## src/rtl/csr_exec_unit.sv

```systemverilog
// CSR execute stage: decodes Zicsr ops, ECALL and MRET, owns the machine CSR file, bypasses
// in-flight CSR results and raises a one-cycle PC redirect on trap entry and return.
module csr_exec_unit #(
    parameter int unsigned XLEN      = 32,
    parameter int unsigned FWD_DEPTH = 2,
    parameter logic [31:0] MTVEC_RST = 32'h0000_0100
) (
    input  logic            clk,
    input  logic            rst,
    input  logic            issue_valid,
    input  logic [31:0]     issue_inst,
    input  logic [XLEN-1:0] issue_rs1,
    input  logic [31:0]     issue_pc,
    input  logic            stall,
    input  logic            flush,
    input  logic            retire,
    input  logic            commit_we,
    input  logic [11:0]     commit_addr,
    input  logic [XLEN-1:0] commit_data,
    output logic            wb_valid,
    output logic [XLEN-1:0] wb_rd_data,
    output logic            wb_csr_we,
    output logic [11:0]     wb_csr_addr,
    output logic [XLEN-1:0] wb_csr_wdata,
    output logic            illegal,
    output logic            redirect,
    output logic [31:0]     redirect_pc
);
    localparam logic [11:0] CsrMstatus   = 12'h300;
    localparam logic [11:0] CsrMtvec     = 12'h305;
    localparam logic [11:0] CsrMscratch  = 12'h340;
    localparam logic [11:0] CsrMepc      = 12'h341;
    localparam logic [11:0] CsrMcause    = 12'h342;
    localparam logic [11:0] CsrMcycle    = 12'hB00;
    localparam logic [11:0] CsrMinstret  = 12'hB02;
    localparam logic [11:0] CsrMcycleh   = 12'hB80;
    localparam logic [11:0] CsrMinstreth = 12'hB82;

    typedef enum logic [0:0] {StIdle, StRedirect} state_e;
    state_e state_q;

    logic [XLEN-1:0] mstatus_q, mtvec_q, mscratch_q, mepc_q, mcause_q;
    logic [63:0]     mcycle_q, minstret_q;
    logic            chain_v_q [FWD_DEPTH];
    logic [11:0]     chain_a_q [FWD_DEPTH];
    logic [XLEN-1:0] chain_d_q [FWD_DEPTH];

    logic [2:0]      funct3;
    logic [4:0]      rs1_field;
    logic [11:0]     csr_addr;
    logic            is_csr, is_ecall, is_mret, accept, ecall_take, mret_take;
    logic            addr_ok, csr_we;
    logic [XLEN-1:0] operand, file_val, old_val, new_val, mstatus_trap;

    assign funct3     = issue_inst[14:12];
    assign rs1_field  = issue_inst[19:15];
    assign csr_addr   = issue_inst[31:20];
    assign is_csr     = issue_inst[6:0] == 7'h73 && funct3[1:0] != 2'b00;
    assign is_ecall   = issue_inst == 32'h0000_0073;
    assign is_mret    = issue_inst == 32'h3020_0073;
    // Issues arriving while the redirect is in flight are dropped.
    assign accept     = issue_valid && !flush && !stall && state_q == StIdle;
    assign ecall_take = accept && is_ecall;
    assign mret_take  = accept && is_mret;
    assign operand    = funct3[2] ? XLEN'(rs1_field) : issue_rs1;
    assign csr_we     = is_csr && addr_ok && (funct3[1:0] == 2'b01 || rs1_field != 5'd0);

    always_comb begin
        file_val = '0;
        addr_ok  = 1'b1;
        case (csr_addr)
            CsrMstatus:   file_val = mstatus_q;
            CsrMtvec:     file_val = mtvec_q;
            CsrMscratch:  file_val = mscratch_q;
            CsrMepc:      file_val = mepc_q;
            CsrMcause:    file_val = mcause_q;
            CsrMcycle:    file_val = XLEN'(mcycle_q[31:0]);
            CsrMcycleh:   file_val = XLEN'(mcycle_q[63:32]);
            CsrMinstret:  file_val = XLEN'(minstret_q[31:0]);
            CsrMinstreth: file_val = XLEN'(minstret_q[63:32]);
            default:      addr_ok  = 1'b0;
        endcase
    end

    // Entry 0 is the newest, so scan oldest-first and let later hits overwrite.
    always_comb begin
        old_val = file_val;
        for (int i = int'(FWD_DEPTH) - 1; i >= 0; i--) begin
            if (chain_v_q[i] && chain_a_q[i] == csr_addr) old_val = chain_d_q[i];
        end
    end

    always_comb begin
        case (funct3[1:0])
            2'b10:   new_val = old_val | operand;
            2'b11:   new_val = old_val & ~operand;
            default: new_val = operand;
        endcase
    end

    always_comb begin
        mstatus_trap = mstatus_q;
        if (is_ecall) begin
            mstatus_trap[7] = mstatus_q[3];
            mstatus_trap[3] = 1'b0;
        end else begin
            mstatus_trap[3] = mstatus_q[7];
            mstatus_trap[7] = 1'b1;
        end
    end

    always_ff @(posedge clk or negedge rst) begin
        if (!rst) begin
            wb_valid     <= 1'b0;
            wb_rd_data   <= '0;
            wb_csr_we    <= 1'b0;
            wb_csr_addr  <= '0;
            wb_csr_wdata <= '0;
            illegal      <= 1'b0;
            for (int i = 0; i < int'(FWD_DEPTH); i++) begin
                chain_v_q[i] <= 1'b0;
                chain_a_q[i] <= '0;
                chain_d_q[i] <= '0;
            end
        end else if (flush) begin
            wb_valid  <= 1'b0;
            wb_csr_we <= 1'b0;
            illegal   <= 1'b0;
            for (int i = 0; i < int'(FWD_DEPTH); i++) chain_v_q[i] <= 1'b0;
        end else if (!stall) begin
            wb_valid     <= accept;
            wb_rd_data   <= (accept && is_csr && addr_ok) ? old_val : '0;
            wb_csr_we    <= accept && csr_we;
            wb_csr_addr  <= csr_addr;
            wb_csr_wdata <= new_val;
            illegal      <= accept && is_csr && !addr_ok;
            chain_v_q[0] <= accept && csr_we;
            chain_a_q[0] <= csr_addr;
            chain_d_q[0] <= new_val;
            for (int i = 1; i < int'(FWD_DEPTH); i++) begin
                chain_v_q[i] <= chain_v_q[i-1];
                chain_a_q[i] <= chain_a_q[i-1];
                chain_d_q[i] <= chain_d_q[i-1];
            end
        end
    end

    // Trap updates are assigned after the commit so they win on a shared CSR.
    always_ff @(posedge clk or negedge rst) begin
        if (!rst) begin
            mstatus_q  <= '0;
            mtvec_q    <= XLEN'(MTVEC_RST);
            mscratch_q <= '0;
            mepc_q     <= '0;
            mcause_q   <= '0;
        end else begin
            if (commit_we) begin
                case (commit_addr)
                    CsrMstatus:  mstatus_q  <= commit_data;
                    CsrMtvec:    mtvec_q    <= commit_data;
                    CsrMscratch: mscratch_q <= commit_data;
                    CsrMepc:     mepc_q     <= commit_data;
                    CsrMcause:   mcause_q   <= commit_data;
                    default:     ;
                endcase
            end
            if (ecall_take) begin
                mepc_q    <= XLEN'(issue_pc);
                mcause_q  <= XLEN'(11);
                mstatus_q <= mstatus_trap;
            end else if (mret_take) begin
                mstatus_q <= mstatus_trap;
            end
        end
    end

    always_ff @(posedge clk or negedge rst) begin
        if (!rst) begin
            mcycle_q   <= '0;
            minstret_q <= '0;
        end else begin
            if (commit_we && commit_addr == CsrMcycle)         mcycle_q[31:0]  <= commit_data[31:0];
            else if (commit_we && commit_addr == CsrMcycleh)   mcycle_q[63:32] <= commit_data[31:0];
            else                                               mcycle_q        <= mcycle_q + 64'd1;
            if (commit_we && commit_addr == CsrMinstret)       minstret_q[31:0]  <= commit_data[31:0];
            else if (commit_we && commit_addr == CsrMinstreth) minstret_q[63:32] <= commit_data[31:0];
            else if (retire)                                   minstret_q <= minstret_q + 64'd1;
        end
    end

    always_ff @(posedge clk or negedge rst) begin
        if (!rst) begin
            state_q     <= StIdle;
            redirect    <= 1'b0;
            redirect_pc <= '0;
        end else begin
            case (state_q)
                StIdle: begin
                    if (ecall_take) begin
                        state_q     <= StRedirect;
                        redirect    <= 1'b1;
                        redirect_pc <= mtvec_q[31:0] & ~32'h3;
                    end else if (mret_take) begin
                        state_q     <= StRedirect;
                        redirect    <= 1'b1;
                        redirect_pc <= mepc_q[31:0];
                    end else begin
                        redirect    <= 1'b0;
                    end
                end
                default: begin
                    state_q  <= StIdle;
                    redirect <= 1'b0;
                end
            endcase
        end
    end
endmodule

```

## config.mk

```make
export PLATFORM = sky130hd
export DESIGN_NAME = csr_exec_unit
export DESIGN_NICKNAME = d
export VERILOG_FILES = /design/src/rtl/csr_exec_unit.sv
export SDC_FILE = /design/constraint.sdc
export NUM_CORES = 1
export LEC_CHECK = 0
export CAP_MARGIN = 20
export CORE_ASPECT_RATIO = 1.4
export CORE_UTILIZATION = 50
export CTS_BUF_LIST = sky130_fd_sc_hd__clkbuf_16
export DETAILED_ROUTE_END_ITERATION = 8
export GPL_ROUTABILITY_DRIVEN = 0
export PLACE_DENSITY_LB_ADDON = 0.2
export SKIP_CTS_REPAIR_TIMING = 1
export SYNTH_ARGS = -nofsm -noshare
export SYNTH_HDL_FRONTEND = slang
export SYNTH_SLANG_ARGS = --single-unit
```

## constraint.sdc

```tcl
create_clock -name clk -period 7.5 [get_ports clk]
set_input_delay 1.5 -clock clk [delete_from_list [all_inputs] [get_ports clk]]
set_output_delay 1.5 -clock clk [all_outputs]
set_load 0.1 [all_outputs]
```

==> impl_metrics.csv <==
group,metric,value,unit
status,run_status,"complete, but fails checks",
status,failed_checks,"design-rule violations",
pwr,p_comb_frac,0.141,
finish,mostFrequentLayoutCell,"sky130_fd_sc_hd__dfrtp_1",
sta,setup_tns,0,ps
worst_setup_path,crit_path_end_kind,"register",
logic_synthesis,post_synthesis_mean_instance_area,9.25,um2
drt,drt-initial-drc-count,2384,
grt,grt_usage,0.350,
floorplan,floorplan.core_area,51000,um2
worst_setup_path,critical_path.endpoint,"chain_d_q[51]",
drt,viasPerCell,6.65,
floorplan,floorplan.initialDensity,0.506,
worst_setup_path,setup_slack_of_the_worst_register_to_register_path,3940,ps
placed_design,place_ws,2010,ps
grt,grt_first_pass_wirelength,141000,um
sta,worst_rel_slew_slack,0.241,
drt,met1Wirelength,34900,um
floorplan,rows,98,
logic_synthesis,ys_seq_area_frac,0.431,
finish,layout-area-overhead-vs-synth,15.6,%
logic_synthesis,ys.flop_type,"sky130_fd_sc_hd__dfrtp_1",
worst_setup_path,crit_slowest_cell,"sky130_fd_sc_hd__or4_1",
clocking,cts-buffers-inserted,45,
drt,met3RoutedLength,8060,um
floorplan,dieArea,52600,um2
worst_setup_path,worst-path-max-fanout,16,
placed_design,dpl.hpwl,65100,um
worst_setup_path,timing.setup.critical_path_class,"in -> reg",
logic_synthesis,synth_async_sr_flop_share,1.00,
min_path,number_of_cells_traversed_by_the_worst_hold_path,2,
logic_synthesis,number_of_flops_mapped_to_enable_cells_by_yosys,0,
placed_design,dpl-instance-area,28400,um2
job,cap_violations,0,
drt,drc,3,
sta,timing.clock.skew,19.1,ps
sta,timing.final.crit_share,0.670,
drt,drt_wl_total,93300,um
clocking,h_tree_levels,2,
placed_design,io_buffer_count,258,
floorplan,die_w,194,um
drt,postRouteAntennaNets,0,
drt,wl_met2,44800,um
finish,finalNetCount,3023,
grt,grt_max_degree,156,
pwr,power.share.switching,0.292,
pwr,p_int,3.98,mW
sta,max_clock_freq,199,MHz
finish,drive_above_1_share,0.104,
clocking,tritoncts,"built",
pwr,leakagePower,12.6,nW
pwr,power.net_switching,1.64,mW
pwr,power.sequential.fraction,0.467,
pwr,pwr_density,188,nW/um2
sta,worst-slew-pin-transition,1120,ps
drt,top_layer_used,"met4",
worst_setup_path,critical-path-top-delay-family,"simple AND/OR/NAND/NOR gates",
finish,regArea,11100,um2
sta,final.min_clock_period,5030,ps
finish,utilization,0.585,
drt,first_pass_iters,9,
finish,filler_cell_count,4360,
floorplan,die_h,271,um
drt,total_number_of_vias,23650,
sta,finalMaxSlewViolations,0,
finish,most_used_cells_in_the_layout_excluding_fill_and_tap_cells,"444 x sky130_fd_sc_hd__dfrtp_1, 352 x sky130_fd_sc_hd__nand2_1, 255 x sky130_fd_sc_hd__clkdlybuf4s50_1",
worst_setup_path,reg2reg_to,"wb_rd_data[29]",
worst_setup_path,worstSetupPathDepth,8,
pwr,clockPowerShare,0.392,
logic_synthesis,postSynthRegisterBits,445,
worst_setup_path,critical_path.startpoint_type,"input pin",
clocking,cts-root-to-sink-buffers,3,
worst_setup_path,cp_cell_sequence,"clkdlybuf4s50_1 > or4_1 > nor3_2 > buf_4 > a22oi_1 > o2111ai_2 > or4b_1 > o211ai_2",
worst_setup_path,worstReg2RegStart,"chain_a_q[5]",
min_path,min-delay-path-class,"reg -> reg",
logic_synthesis,netlist_instances,2792,
sta,grt_setup_unrepaired,"no",
sta,setup_viol,0,
logic_synthesis,post_synth_num_cell_types,87,
logic_synthesis,mappedNetlistArea,25800,um2
clocking,ctsRootBufferMaster,"sky130_fd_sc_hd__clkbuf_16",
clocking,clk_transition_reported_paths,60,ps
logic_synthesis,synth-warning-count,0,
grt,first_global_vias,23084,
clocking,clock_sink_count,445,
clocking,insertion_delay_of_the_later_clocked_pin_in_the_worst_skew_pair,570,ps
pwr,report.power.total,5.62,mW
drt,wl_per_cell,26.2,um
worst_setup_path,slowest_delay,1000,ps
grt,grt_overflow,0,
finish,multi_input_area,13200,um2
worst_setup_path,required,7990,ps
worst_setup_path,crit_buf_inv,2,
sta,final_critical_path_setup_slack,2470,ps
worst_setup_path,ff2ff_path_depth,7,
worst_setup_path,crit_arrival,5510,ps
grt,antenna_found_initial,1,
pwr,peakVddDrop,0.000165,V
sta,hold_viol,0,
finish,final_cell_area,29900,um2
logic_synthesis,postSynthNetCount,2941,
floorplan,design.portCount,259,
worst_setup_path,crit_path_start,"issue_inst[26]",
cells by family after synthesis:
kind of cell | share of synthesized area
mux | 0.116
fa+ha+maj | 0.000969
compound gates | 0.163
simple gates | 0.199
buf+inv | 0.0599
flops | 0.431
xor+xnor | 0.0295
per-stage QoR:
stage / hold slack [ps] / std cells
after floorplan: 442 / 2792
after global placement: 457 / 3473
after detailed placement: 466 / 3474
after CTS: 480 / 3552
after global routing: 494 / 3556
final: 479 / 3557
cell usage after synthesis (10+ instances only):
cell	count	area (um2)
sky130_fd_sc_hd__dfrtp_1	444	11100
sky130_fd_sc_hd__nand2_1	352	1320
sky130_fd_sc_hd__nor2_1	213	800
sky130_fd_sc_hd__o21ai_0	175	876
sky130_fd_sc_hd__mux2i_1	153	1530
sky130_fd_sc_hd__clkbuf_1	141	529
sky130_fd_sc_hd__mux2_2	131	1480
sky130_fd_sc_hd__nand3_1	110	551
sky130_fd_sc_hd__nand4_1	87	544
sky130_fd_sc_hd__a21oi_1	82	410
sky130_fd_sc_hd__xnor2_1	62	543
sky130_fd_sc_hd__a22oi_1	59	443
sky130_fd_sc_hd__inv_1	56	210
sky130_fd_sc_hd__buf_2	54	270
sky130_fd_sc_hd__nor3_1	51	255
sky130_fd_sc_hd__buf_4	46	345
sky130_fd_sc_hd__and3_1	39	244
sky130_fd_sc_hd__nor4_1	30	188
sky130_fd_sc_hd__a32oi_1	28	245
sky130_fd_sc_hd__nor2b_1	27	169
sky130_fd_sc_hd__a22o_1	23	201
sky130_fd_sc_hd__o211ai_1	23	173
sky130_fd_sc_hd__o22ai_1	23	144
sky130_fd_sc_hd__xor2_1	23	201
sky130_fd_sc_hd__and2_1	21	131
sky130_fd_sc_hd__clkbuf_2	21	105
sky130_fd_sc_hd__a211oi_1	18	135
sky130_fd_sc_hd__a222oi_1	14	140
sky130_fd_sc_hd__and4_1	14	123
sky130_fd_sc_hd__buf_1	13	48.8
sky130_fd_sc_hd__or4_1	13	97.6
sky130_fd_sc_hd__a41o_1	10	100
sky130_fd_sc_hd__nand2b_1	10	62.6
sky130_fd_sc_hd__nor4b_1	10	87.6
sky130_fd_sc_hd__o221ai_1	10	87.6
sky130_fd_sc_hd__o2bb2ai_1	10	87.6
sky130_fd_sc_hd__o31a_1	10	87.6
how the worst min path moves through the flow:
stage                    end           from  slack [ps]
2_1_floorplan  chain_d_q[11]  chain_d_q[11]         440
3_3_place_gp    chain_d_q[0]   chain_d_q[0]         460
3_5_place_dp   chain_d_q[23]  chain_d_q[23]         470
4_1_cts        chain_d_q[23]  chain_d_q[23]         480
5_1_grt         chain_d_q[0]   chain_d_q[0]         490
6_report       chain_d_q[23]  chain_d_q[23]         480
registers in the layout (all words and copies together) (netlist names), 24 cells and up:
| name | flops |
|---|---|
| chain_a_q | 24 |
| chain_d_q | 64 |
| mcause_q | 32 |
| mcycle_q | 64 |
| mepc_q | 32 |
| minstret_q | 64 |
| mscratch_q | 32 |
| mstatus_q | 32 |
| mtvec_q | 32 |
| redirect_pc | 32 |
| wb_rd_data | 32 |
power groups by stage:
stage	combinational [mW]	clock [mW]	sequential, mW
2_1_floorplan	0.522	0	2.63
3_3_place_gp	0.772	0	2.66
3_5_place_dp	0.783	0	2.67
4_1_cts	0.788	2.22	2.62
5_1_grt	0.838	2.31	2.64
6_report	0.793	2.20	2.63
worst min-delay path, stage by stage (launching register included):
cell,delay (ps)
sky130_fd_sc_hd__dfrtp_1,330
sky130_fd_sc_hd__nand2_1,40
sky130_fd_sc_hd__o21ai_0,70
routing by layer:
metal,vias up,global-route usage
met5,-,0
met4,0,0.186
met3,340,0.0612
met2,1388,0.591
met1,11622,0.427
li1,10300,-
area by class of cell:
class | instances | share of cell area
Clock inverter | 31 | 0.00700
Antenna cell | 2 | 0.000168
Tap cell | 650 | 0.0272
Inverter | 57 | 0.00717
Timing Repair Buffer | 313 | 0.102
Multi-Input combinational cell | 2012 | 0.444
Clock buffer | 47 | 0.0394
Sequential cell | 445 | 0.373
Power figures use the tool's default switching activity.
